File: src/rtl/t02_wb_ram_bridge.sv
// rtl/t02_wb_ram_bridge.sv - core RAM request port to Wishbone-classic master bridge
//
// Converts one single-word core request (Ren/Wen level) into one Wishbone
// classic transaction. Only one transaction is ever outstanding.
//
// Optional feature macro: T02_BUS_TIMEOUT_EN
//   Defined   : ack wait is bounded by TIMEOUT_CYCLES BUS cycles. An expired
//               wait abandons the cycle, returns 32'hDEAD_BEEF on a read and
//               sets the sticky bus_err_o flag.
//   Undefined : BUS waits for ack indefinitely and bus_err_o does not exist.
//
// Parameters:
//   TIMEOUT_CYCLES - ack wait limit in BUS cycles (timeout build only)
//   SEL_MASK       - byte selects driven for every transaction
//
// Ports:
//   clk, rst                 - clock (rising edge), async active-high reset
//   ramaddr, ramstore        - core byte address / write data
//   Ren, Wen                 - core read / write request (level)
//   ramload                  - read data returned to the core
//   busy_o                   - request not yet complete (combinational)
//   wb_cyc_o .. wb_sel_o     - Wishbone master outputs
//   wb_dat_i, wb_ack_i       - Wishbone slave read data / acknowledge
//   bus_err_o                - sticky timeout flag (timeout build only)

module t02_wb_ram_bridge #(
    parameter int         TIMEOUT_CYCLES = 255,
    parameter logic [3:0] SEL_MASK       = 4'hF
) (
    input  logic        clk,
    input  logic        rst,
`ifdef T02_BUS_TIMEOUT_EN
    output logic        bus_err_o,
`endif
    input  logic [31:0] ramaddr,
    input  logic [31:0] ramstore,
    input  logic        Ren,
    input  logic        Wen,
    output logic [31:0] ramload,
    output logic        busy_o,
    output logic        wb_cyc_o,
    output logic        wb_stb_o,
    output logic        wb_we_o,
    output logic [31:0] wb_adr_o,
    output logic [31:0] wb_dat_o,
    output logic [3:0]  wb_sel_o,
    input  logic [31:0] wb_dat_i,
    input  logic        wb_ack_i
);

    typedef enum logic [1:0] {
        IDLE = 2'd0,
        BUS  = 2'd1,
        DONE = 2'd2
    } state_t;

    localparam logic [31:0] TIMEOUT_DATA = 32'hDEAD_BEEF;

    state_t state;
    state_t state_next;

    logic   req;
    logic   start;
    logic   ack_done;
    logic   timeout_hit;

    assign req      = Ren | Wen;
    assign start    = (state == IDLE) && req;
    assign ack_done = (state == BUS) && wb_ack_i;

`ifdef T02_BUS_TIMEOUT_EN
    // At least 8 bits, wider if the limit needs it.
    localparam int CNT_W = ($clog2(TIMEOUT_CYCLES + 1) > 8) ?
                           $clog2(TIMEOUT_CYCLES + 1) : 8;

    logic [CNT_W-1:0] tmo_cnt;

    // The counter holds the number of ack-less BUS cycles already finished,
    // so the limit is reached on the edge closing the TIMEOUT_CYCLES-th one.
    // An ack on that same edge takes priority and completes normally.
    assign timeout_hit = (state == BUS) && !wb_ack_i &&
                         (tmo_cnt == CNT_W'(TIMEOUT_CYCLES - 1));

    always_ff @(posedge clk or posedge rst) begin
        if (rst) begin
            tmo_cnt   <= '0;
            bus_err_o <= 1'b0;
        end else begin
            if (start) begin
                tmo_cnt <= '0;
            end else if ((state == BUS) && !wb_ack_i) begin
                tmo_cnt <= tmo_cnt + 1'b1;
            end
            if (timeout_hit) begin
                bus_err_o <= 1'b1;
            end
        end
    end
`else
    assign timeout_hit = 1'b0;

    // The limit only matters in the timeout build.
    logic unused_timeout_cfg;
    assign unused_timeout_cfg = ^TIMEOUT_CYCLES;
`endif

    // State register.
    always_ff @(posedge clk or posedge rst) begin
        if (rst) begin
            state <= IDLE;
        end else begin
            state <= state_next;
        end
    end

    // Next-state logic.
    always_comb begin
        state_next = state;
        case (state)
            IDLE: begin
                if (req) begin
                    state_next = BUS;
                end
            end
            BUS: begin
                if (ack_done || timeout_hit) begin
                    state_next = DONE;
                end
            end
            DONE: begin
                // Requests held over from the finished transaction are
                // not accepted here; the core re-arms after seeing busy_o=0.
                state_next = IDLE;
            end
            default: begin
                state_next = IDLE;
            end
        endcase
    end

    // Reset also forces busy low so the core sees the aborted request
    // immediately, in step with the asynchronous drop of cyc/stb.
    assign busy_o = !rst && (start || (state == BUS));

    // Wishbone outputs and read data register.
    always_ff @(posedge clk or posedge rst) begin
        if (rst) begin
            wb_cyc_o <= 1'b0;
            wb_stb_o <= 1'b0;
            wb_we_o  <= 1'b0;
            wb_adr_o <= '0;
            wb_dat_o <= '0;
            wb_sel_o <= '0;
            ramload  <= '0;
        end else begin
            if (start) begin
                // Wen wins when both are raised: the cycle becomes a write.
                wb_adr_o <= ramaddr;
                wb_dat_o <= ramstore;
                wb_we_o  <= Wen;
                wb_cyc_o <= 1'b1;
                wb_stb_o <= 1'b1;
                wb_sel_o <= SEL_MASK;
            end else if (ack_done || timeout_hit) begin
                wb_cyc_o <= 1'b0;
                wb_stb_o <= 1'b0;
                wb_we_o  <= 1'b0;
                wb_sel_o <= '0;
                if (!wb_we_o) begin
                    ramload <= ack_done ? wb_dat_i : TIMEOUT_DATA;
                end
            end
        end
    end

endmodule

File: config.mk
export PLATFORM = sky130hd
export DESIGN_NAME = t02_wb_ram_bridge
export DESIGN_NICKNAME = d
export VERILOG_FILES = /design/src/rtl/t02_wb_ram_bridge.sv
export SDC_FILE = /design/constraint.sdc
export NUM_CORES = 1
export LEC_CHECK = 0
export BUFFER_PORTS_ARGS = -buffer_cell sky130_fd_sc_hd__buf_2
export CAP_MARGIN = 20
export CORE_ASPECT_RATIO = 0.7
export CORE_UTILIZATION = 49
export DETAILED_ROUTE_END_ITERATION = 8
export PLACE_DENSITY = 0.84
export SKIP_LAST_GASP = 1
export SLEW_MARGIN = 20
export SYNTH_ARGS = -nofsm -noshare
export SYNTH_HDL_FRONTEND = slang
export SYNTH_SLANG_ARGS = --single-unit
File: constraint.sdc
create_clock -name clk -period 9.1 [get_ports clk]
set_input_delay 1.82 -clock clk [delete_from_list [all_inputs] [get_ports clk]]
set_output_delay 1.82 -clock clk [all_outputs]
set_load 0.1 [all_outputs]
Word level (Yosys, flattened, before mapping)
Index checks and enable logic that the tools add are counted.
- bits in registers: 104
- input port bits: 101
- output and inout port bits: 104
- word-level logic and storage cells: 30
- eq/ne operators: 3
- mux-type cells: 8
- bitwise logic cells: 3
- reduce and logical (&&, ||, !) cells: 9
- operators with widths (kind ; count):
    4-bit two-way mux ; 2
    2-bit two-way mux ; 2
    2-bit inequality test (second input constant) ; 2
    2-bit case mux with 2 select lines ; 1
    1-bit logical AND ; 3
    1-bit two-way mux ; 3
    3-bit AND reduction ; 1
    2-bit by 1-bit == test with 1-bit output (second input constant) ; 1
    2-bit zero test ; 1
    1-bit inverter ; 2
    2-bit AND reduction ; 1
    2-bit nonzero test ; 1
    1-bit zero test ; 1
    1-bit logical OR ; 1
    1-bit bitwise OR ; 1

Logic depth before layout (Yosys ltp)
Gate-level depths: netlist of the first run.
- word-level depth: 4
- mapped depth: 5
- gate-level depth less buffers: 3

Worst setup path after synthesis of the first run
OpenSTA, ideal clock, no wires.
- path type: input -> output
- from: input Wen
- to: output busy_o
- data arrival time: 3.897 ns
- data required time: 7.280 ns
- path slack: 3.383 ns
- cell stages on the path: 2
- buffers on the path: 0
- cell sequence: nor3_1 > nor3_1
- cells in the longest elaborated chain, start to end: 4
- ends and longest elaborated chain (what ; line ; source):
    start, declared ; 38 ; input logic Wen,
    1-bit bitwise OR ; 67 ; assign req = Ren | Wen;
    1-bit logical AND ; 68 ; assign start = (state == IDLE) && req;
    1-bit logical OR ; 143 ; assign busy_o = !rst && (start || (state == BUS));
    1-bit logical AND ; 143 ;
    end, declared ; 40 ; output logic busy_o,
No other way between the ends.

Worst setup path after layout of the first run
Same ends and word-level chain as after synthesis.

==> impl_metrics.env, run 1 <==
export IMPL_area_growth_syn_to_layout_pct=33.9
export IMPL_insertion_delay_ns=0.33
export IMPL_r2r_start="state[0]"
export IMPL_drv_cap=0
export IMPL_fillCellCount=573
export IMPL_drt_vias_per_instance=4.88
export IMPL_core_um2=7840
export IMPL_tritoncts="yes"
export IMPL_antenna_found_initial=0
export IMPL_die_w_um=109
export IMPL_crit_arrival_ns=2.57
export IMPL_max_freq_mhz=228
export IMPL_yosysTopAreaCellShare_pct=63.3
export IMPL_postSynthCellCount=229
export IMPL_ctsResizeCount=0
export IMPL_drc_errors=0
export IMPL_wirelength_um=8310
export IMPL_cp_end_kind="primary output"
export IMPL_drv_slew=0
export IMPL_layout_drive_gt1_share_pct=73.4
export IMPL_place_congestion=0.736
export IMPL_stdcell_area_um2=5300
export IMPL_clock_skew_ns=0.00287
export IMPL_io_pins=205
export IMPL_syn_nets=330
export IMPL_finalSetupTns_ns=0
export IMPL_cts_buffers=9
export IMPL_cts_path_max_buffers=2
export IMPL_placement_io_buffers=204
export IMPL_grt_ovfl_total=0
export IMPL_yosysTopAreaCell="dfrtp_1"
export IMPL_post_cts_buffers=0
export IMPL_startpoint="Wen"
export IMPL_worstHoldStart="wb_adr_o[17]"
export IMPL_rsz0062_at_grt="false"
export IMPL_place_hpwl_um=6030
export IMPL_fin_crit_sh_pct=48.3
export IMPL_worst_pin_slew_ns=0.829
export IMPL_grt_start_max_net_pins=66
export IMPL_layout_commonest_cell="buf_2"
export IMPL_cp_start_kind="input pin"
export IMPL_critPathKind="in2out"
export IMPL_status="finished clean"
export IMPL_ys_seq_area_share_pct=63.3
export IMPL_ys_ff_latch=100
export IMPL_layout_common_cells="buf_2 (204), dfrtp_1 (100), mux2_2 (66), mux2_4 (30), clkbuf_16 (9)"
export IMPL_postRouteAntennaNets=0
export IMPL_rows=27
export IMPL_grt_pass1_vias=2642
export IMPL_start_util_pct=50.5
export IMPL_antenna_cells=0
export IMPL_die_area_um2=8440
export IMPL_yosysWarnings=0
export IMPL_grt_usage_pct=20.5
export IMPL_syn_area_per_cell_um2=17.3
export IMPL_fin_nets=532
export IMPL_num_vias=2618
export IMPL_htree_levels=3
export IMPL_cts_num_sinks=100
export IMPL_netlist_area_um2=3960
export IMPL_fin_util_pct=67.6
export IMPL_critPathMaxFanout=3
export IMPL_crit_required_ns=7.28
export IMPL_ys_types=18
export IMPL_die_h_um=77.2
export IMPL_firstDrtPassIters=4
export IMPL_synth_area_leaders="dfrtp_1 (63%), mux2_2 (19%), mux2_4 (11%), buf_4 (1.9%), buf_12 (1.5%)"
export IMPL_setup_violations_final=0
export IMPL_clockRootBuffer="clkbuf_16"
export IMPL_hold_buffers=0
export IMPL_placed_area_um2=4980
export IMPL_final_hold_violation_count=0
export IMPL_clk_pin_slew_ns=0.06
export IMPL_hold_path_class="reg2reg"
export IMPL_relSlewSlack_pct=44.7
export IMPL_drtIter0Drc=71
export IMPL_grt_pass1_wl_um=12900
export IMPL_wl_per_cell_um=15.5
export IMPL_period_needed_ns=4.39
-- through the flow --
step | cells | hold slack, ns | setup WS, ns
6_report | 537 | 0.500 | 4.71
5_1_grt | 537 | 0.515 | 4.62
4_1_cts | 537 | 0.504 | 4.70
3_5_place_dp | 521 | 0.489 | 4.71
3_3_place_gp | 521 | 0.484 | 4.71
2_1_floorplan | 229 | 0.478 | 3.38
-- cell type report --
cell class                      count  area (um2)  share of cell area [%]
Sequential cell                   100        2500                    47.3
Multi-Input combinational cell    110        1290                    24.4
Timing Repair Buffer              207        1040                    19.7
Clock buffer                       12         246                    4.66
Tap cell                          101         126                    2.39
Clock inverter                      4        72.6                    1.37
Inverter                            3        13.8                   0.260
-- sequential cells by signal, indices dropped and copies added (netlist names) --
register and cells:
ramload 32, wb_dat_o 32, state 2, wb_we_o 1, wb_sel_o 1, wb_adr_o 32
-- worst max-delay path, stage by stage --
cell and delay [ns]:
buf_2 0.11, nor3_1 0.27, nor3_1 0.07, buf_2 0.30
-- Yosys cell counts (all sizes together) --
cell / n
inv: 3
and3b: 1
nand2: 1
a22oi: 1
o21ai: 2
nor3: 3
buf: 16
mux2: 96
a211o: 1
nor2b: 3
a211oi: 1
nor2: 1
dfrtp: 100
-- cells by family (layout without fill, tap and decap cells) --
group           Yosys count  in the layout  share of synthesized area (%)
compound gates            5              5                          0.854
flops                   100            100                           63.3
simple gates              9              9                           1.45
buf+inv                  19            226                           4.24
mux                      96             96                           30.2
-- layer usage --
layer / wire [um] / global-route usage (%) / vias to the layer above
met5: 0 / 0 / -
met4: 101 / 6.40 / 0
met3: 645 / 7.14 / 9
met2: 4140 / 34.5 / 111
met1: 3420 / 24.4 / 1299
li1: - / - / 1199
-- final timing paths --
check	depth (start not counted)	end	slack [ns]
worst max register to register	3	wb_adr_o[28]	7.17
worst max-delay path	4	busy_o	4.71
min in group asynchronous	2	wb_dat_o[9]	1.55
worst min register to register	1	wb_adr_o[17]	0.50
worst min-delay path	1	wb_adr_o[17]	0.50
max in group asynchronous	3	ramload[11]	6.47
Power of run 1 is not shown: default switching activity piles up to over one toggle a cycle in this logic, so the estimate is an artifact.
==> run 2: changes to the inputs <==
--- a/config.mk
+++ b/config.mk
@@ -5,12 +5,13 @@
 export SDC_FILE = /design/constraint.sdc
 export NUM_CORES = 1
 export LEC_CHECK = 0
+export ABC_AREA = 1
 export BUFFER_PORTS_ARGS = -buffer_cell sky130_fd_sc_hd__buf_2
 export CAP_MARGIN = 20
 export CORE_ASPECT_RATIO = 0.7
-export CORE_UTILIZATION = 49
+export CORE_UTILIZATION = 46
 export DETAILED_ROUTE_END_ITERATION = 8
-export PLACE_DENSITY = 0.84
+export PLACE_DENSITY = 0.79
 export SKIP_LAST_GASP = 1
 export SLEW_MARGIN = 20
 export SYNTH_ARGS = -nofsm -noshare
==> constraint.sdc (replaced) <==
create_clock -name clk -period 4.38 [get_ports clk]
set_input_delay 0.876 -clock clk [delete_from_list [all_inputs] [get_ports clk]]
set_output_delay 0.876 -clock clk [all_outputs]
set_load 0.1 [all_outputs]
==> run 2 against run 1 <==
Critical path depth rose by 2. Synthesized cell count rose by 96%. First-iteration DRC count rose by 100%. Clock skew rose by 0.0026 ns. Global-route usage rose by 2.1 points. Setup slack got worse by 3.1 ns. Area after synthesis rose by 2.9%. Die area rose by 9.4%. Wire length rose by 24%. Worst hold slack got worse by 0.036 ns. Sequential share of layout area fell by 0.84 points. Largest cell class unchanged. Non-clock buffer count rose by 4.
==> impl_metrics.env, run 2 <==
export IMPL_status="finished clean"
export IMPL_placement_io_buffers=204
export IMPL_drv_cap=0
export IMPL_drv_slew=0
export IMPL_ys_seq_area_share_pct=61.5
export IMPL_die_h_um=80.7
export IMPL_worst_pin_slew_ns=0.968
export IMPL_rows=28
export IMPL_place_hpwl_um=6970
export IMPL_max_freq_mhz=356
export IMPL_grt_start_max_net_pins=80
export IMPL_drtIter0Drc=142
export IMPL_die_w_um=114
export IMPL_yosysWarnings=0
export IMPL_finalSetupTns_ns=0
export IMPL_ys_types=13
export IMPL_io_pins=205
export IMPL_cts_path_max_buffers=2
export IMPL_tritoncts="yes"
export IMPL_period_needed_ns=2.81
export IMPL_hold_buffers=0
export IMPL_area_growth_syn_to_layout_pct=32.5
export IMPL_post_cts_buffers=0
export IMPL_ctsResizeCount=0
export IMPL_met2_usage_pct=37.2
export IMPL_hold_path_class="reg2reg"
export IMPL_fin_nets=732
export IMPL_drc_errors=0
export IMPL_clockRootBuffer="clkbuf_16"
export IMPL_synth_async_reset_ratio_pct=100
export IMPL_ys_ff_latch=100
export IMPL_hold_slack_ns=0.465
export IMPL_use_met1_pct=28.5
export IMPL_antenna_found_initial=0
export IMPL_htree_levels=3
export IMPL_wirelength_um=10300
export IMPL_yosys_most_used_dff="dfrtp_1"
export IMPL_wl_per_cell_um=13.7
export IMPL_drt_vias_per_instance=4.95
export IMPL_rsz0062_at_grt="false"
export IMPL_critPathKind="reg2out"
export IMPL_critPathMaxFanout=33
export IMPL_busiest_layer="met2"
export IMPL_firstDrtPassIters=6
export IMPL_die_area_um2=9230
export IMPL_use_met3_pct=6.34
export IMPL_yosysTopAreaCellShare_pct=61.5
export IMPL_syn_area_per_cell_um2=9.09
export IMPL_grt_ovfl_total=0
export IMPL_layout_commonest_cell="buf_2"
export IMPL_final_hold_violation_count=0
export IMPL_layout_drive_gt1_share_pct=36.5
export IMPL_cts_buffers=9
export IMPL_clock_skew_ns=0.00552
export IMPL_cp_start_kind="flop"
export IMPL_cp_end_kind="primary output"
export IMPL_synth_most_common_cell="nand2_1"
export IMPL_crit_arrival_ns=1.93
export IMPL_ys_top_cells_by_count="nand2_1 (198), dfrtp_1 (100), nand3_1 (66), nand4_1 (33), buf_2 (20)"
export IMPL_layout_common_cells="buf_2 (204), nand2_1 (196), dfrtp_1 (100), nand3_1 (66), nand4_1 (33)"
export IMPL_start_util_pct=47.8
export IMPL_setup_violations_final=0
export IMPL_insertion_delay_ns=0.33
export IMPL_postSynthCellCount=448
export IMPL_grt_pass1_wl_um=16100
export IMPL_antenna_cells=0
export IMPL_fin_crit_sh_pct=64.1
export IMPL_fin_util_pct=63.3
export IMPL_netlist_area_um2=4070
export IMPL_relSlewSlack_pct=35.4
export IMPL_synth_area_leaders="dfrtp_1 (61%), nand2_1 (18%), nand3_1 (8.1%), nand4_1 (5.1%), buf_2 (2.5%)"
export IMPL_grt_usage_pct=22.6
export IMPL_clk_pin_slew_ns=0.07
export IMPL_cts_num_sinks=100
export IMPL_crit_required_ns=3.50
export IMPL_yosysTopAreaCell="dfrtp_1"
export IMPL_syn_nets=549
export IMPL_synth_edf_count=0
export IMPL_core_um2=8510
export IMPL_postRouteAntennaNets=0
export IMPL_num_vias=3745
export IMPL_place_congestion=0.794
export IMPL_reg_top3="ramload (32), wb_adr_o (32), wb_dat_o (32)"
export IMPL_grt_pass1_vias=3390
[run 2: area by class of cell]
cell class,count,area (um2)
sequential,100,2500
tap,120,150
inverter,8,32.5
multi-input combinational,301,1320
timing repair buffer,211,1090
clock inverter,5,61.3
fill,715,3120
clock buffer,11,243
[run 2: path summary, 6_finish.rpt]
path | from | end | slack (ns) | depth (start not counted)
max | state[0] | busy_o | 1.57 | 6
max reg2reg | wb_we_o | ramload[31] | 2.53 | 5
max in group asynchronous | rst | ramload[12] | 2.88 | 4
min in group asynchronous | rst | ramload[2] | 0.57 | 2
min reg2reg | wb_dat_o[0] | wb_dat_o[0] | 0.46 | 2
min | wb_dat_o[0] | wb_dat_o[0] | 0.46 | 2
[run 2: critical path: stages, from the launching register on]
cell and delay, ns:
dfrtp_1 0.43, inv_1 0.07, nor2_2 0.07, buf_4 0.31, inv_1 0.12, a21oi_2 0.15
buf_2 0.43
[run 2: cells by family after synthesis]
logic type      synth area share, %
compound gates                0.338
buf+inv                        6.42
flops                          61.5
simple gates                   31.8
[run 2: through the flow]
step                area (um2)  instances  setup slack (ns)
finish                    5390        756              1.57
global route              5390        756              1.48
CTS                       5370        755              1.56
detailed placement        5070        739              1.83
global placement          5070        739              1.86
floorplan                 4070        448             0.885
[run 2: routing by layer]
metal	vias to the layer above	part of all wire, %
met5	-	0
met4	0	1.8
met3	15	8.0
met2	162	46
met1	1761	45
li1	1807	-
Power of run 2 is left out for the same reason.
==> run 3: changes to the inputs <==
--- a/config.mk
+++ b/config.mk
@@ -9,9 +9,9 @@
 export BUFFER_PORTS_ARGS = -buffer_cell sky130_fd_sc_hd__buf_2
 export CAP_MARGIN = 20
 export CORE_ASPECT_RATIO = 0.7
-export CORE_UTILIZATION = 46
+export CORE_UTILIZATION = 41
 export DETAILED_ROUTE_END_ITERATION = 8
-export PLACE_DENSITY = 0.79
+export PLACE_DENSITY = 0.74
 export SKIP_LAST_GASP = 1
 export SLEW_MARGIN = 20
 export SYNTH_ARGS = -nofsm -noshare
==> constraint.sdc (replaced) <==
create_clock -name clk -period 2.5 [get_ports clk]
set_input_delay 0.5 -clock clk [delete_from_list [all_inputs] [get_ports clk]]
set_output_delay 0.5 -clock clk [all_outputs]
set_load 0.1 [all_outputs]
==> run 3 against run 2 <==
Wire length up 2.7%. Worst hold slack got worse by 0.13 ns. Non-clock buffer count increased by 2. Via count is 0.19% lower. Global-route usage is 1.6 points lower. Sequential cell count did not move. Die area grew 12%. Utilization shrank 7.0 points. Register-to-register slack got worse by 1.6 ns. Clock skew down 0.00056 ns. Sequential share of layout area is 0.55 points lower. Clock-buffer cell count fell by 2.
==> impl_metrics.env, run 3 (synthesis gave the netlist of run 2 again) <==
export IMPL_status="finished clean"
export IMPL_hold_path_class="in2async"
export IMPL_tritoncts="yes"
export IMPL_die_w_um=121
export IMPL_drv_cap=0
export IMPL_r2r_slack_ns=0.89
export IMPL_place_hpwl_um=7380
export IMPL_worst_pin_slew_ns=0.826
export IMPL_fin_crit_sh_pct=75.3
export IMPL_rr_worst_depth=5
export IMPL_postRouteAntennaNets=0
export IMPL_placement_io_buffers=204
export IMPL_grt_pass1_wl_um=16900
export IMPL_startpoint="state[0]"
export IMPL_antenna_found_initial=0
export IMPL_layout_commonest_cell="buf_2"
export IMPL_wl_per_cell_um=13.9
export IMPL_cts_num_sinks=100
export IMPL_crit_required_ns=2.00
export IMPL_multiInputGateArea_um2=1320
export IMPL_firstDrtPassIters=4
export IMPL_grt_ovfl_total=0
export IMPL_grt_start_max_net_pins=68
export IMPL_grt_pass1_vias=3460
export IMPL_die_h_um=85.4
export IMPL_clk_pin_slew_ns=0.07
export IMPL_antenna_cells=0
export IMPL_place_congestion=0.840
export IMPL_drtIter0Drc=229
export IMPL_r2r_start="state[1]"
export IMPL_clock_skew_ns=0.00495
export IMPL_final_instance_count_excl_fill=765
export IMPL_critPathKind="reg2out"
export IMPL_cp_start_kind="flop"
export IMPL_finalSetupTns_ns=0
export IMPL_fin_nets=734
export IMPL_fin_util_pct=56.3
export IMPL_cts_path_max_buffers=2
export IMPL_layout_drive_gt1_share_pct=36.7
export IMPL_drv_slew=0
export IMPL_layout_common_cells="buf_2 (203), nand2_1 (196), dfrtp_1 (100), nand3_1 (66), nand4_1 (33)"
export IMPL_reg2reg_to="ramload[3]"
export IMPL_relSlewSlack_pct=44.8
export IMPL_setup_violations_final=0
export IMPL_post_cts_buffers=0
export IMPL_rsz0062_at_grt="false"
export IMPL_insertion_delay_ns=0.33
export IMPL_ff_latch_area_um2=2500
export IMPL_io_pins=205
export IMPL_clockRootBuffer="clkbuf_16"
export IMPL_core_um2=9680
export IMPL_rows=30
export IMPL_reg_top3="ramload (32), wb_adr_o (32), wb_dat_o (32)"
export IMPL_drt_vias_per_instance=4.89
export IMPL_area_growth_syn_to_layout_pct=34.1
export IMPL_drc_errors=0
export IMPL_grt_usage_pct=21.0
export IMPL_cts_buffers=9
export IMPL_max_freq_mhz=531
export IMPL_crit_end="busy_o"
export IMPL_die_area_um2=10300
export IMPL_fillCellCount=903
export IMPL_period_needed_ns=1.88
export IMPL_crit_arrival_ns=1.38
export IMPL_start_util_pct=42.0
export IMPL_final_hold_violation_count=0
export IMPL_htree_levels=3
export IMPL_num_vias=3738
export IMPL_cp_end_kind="primary output"
export IMPL_wirelength_um=10600
export IMPL_ctsResizeCount=0
export IMPL_hold_buffers=0
export IMPL_dp_cells=750
export IMPL_critPathMaxFanout=4
## run 3: cell count changes in the layout (fill, tap and decap cells not counted), sizes merged
cell and change:
inv -1, clkbuf -2, clkinvlp -1, clkinv +2, buf +2, bufinv +1
## run 3: through the flow
stage / cell area (um2) / setup slack, ns / hold WS [ns]
6_report: 5460 / 0.617 / 0.331
3_5_place_dp: 5140 / 0.812 / 0.454
5_1_grt: 5460 / 0.521 / 0.383
2_1_floorplan: 4070 / 0.135 / 0.573
3_3_place_gp: 5140 / 0.825 / 0.448
4_1_cts: 5460 / 0.589 / 0.354
## run 3: final cells by class
cell class	count	area share, %
multi-input cells	301	24.1
well taps	128	2.94
clock buffers	9	4.13
repair buffers	213	20.7
clock inverters	6	1.65
flip-flops and latches	100	45.9
inverters	8	0.619
## run 3: worst min path at each step
| stage | start | to | slack [ns] | cells past startpoint |
|---|---|---|---|---|
| CTS | rst | ramload[10] | 0.35 | 2 |
| global placement | wb_dat_o[1] | wb_dat_o[1] | 0.45 | 2 |
| finish | rst | ramload[0] | 0.33 | 2 |
| detailed placement | wb_adr_o[29] | wb_adr_o[29] | 0.45 | 2 |
| floorplan | state[0] | state[1] | 0.57 | 2 |
| global route | rst | ramload[18] | 0.38 | 2 |
## run 3: routing by layer
layer | track usage [%] | vias up | part of all wire, %
met1 | 27.7 | 1752 | 45
li1 | - | 1818 | -
met2 | 33.6 | 163 | 46
met3 | 6.25 | 5 | 8.3
met4 | 5.72 | 0 | 0.57
met5 | 0 | - | 0
## run 3: critical path: stages, from the launching register on
cell and delay (ns):
dfrtp_1 0.44, inv_1 0.07, nor2_2 0.09, inv_1 0.07, a21oi_2 0.18, buf_12 0.19
Power of run 3 is left out for the same reason.
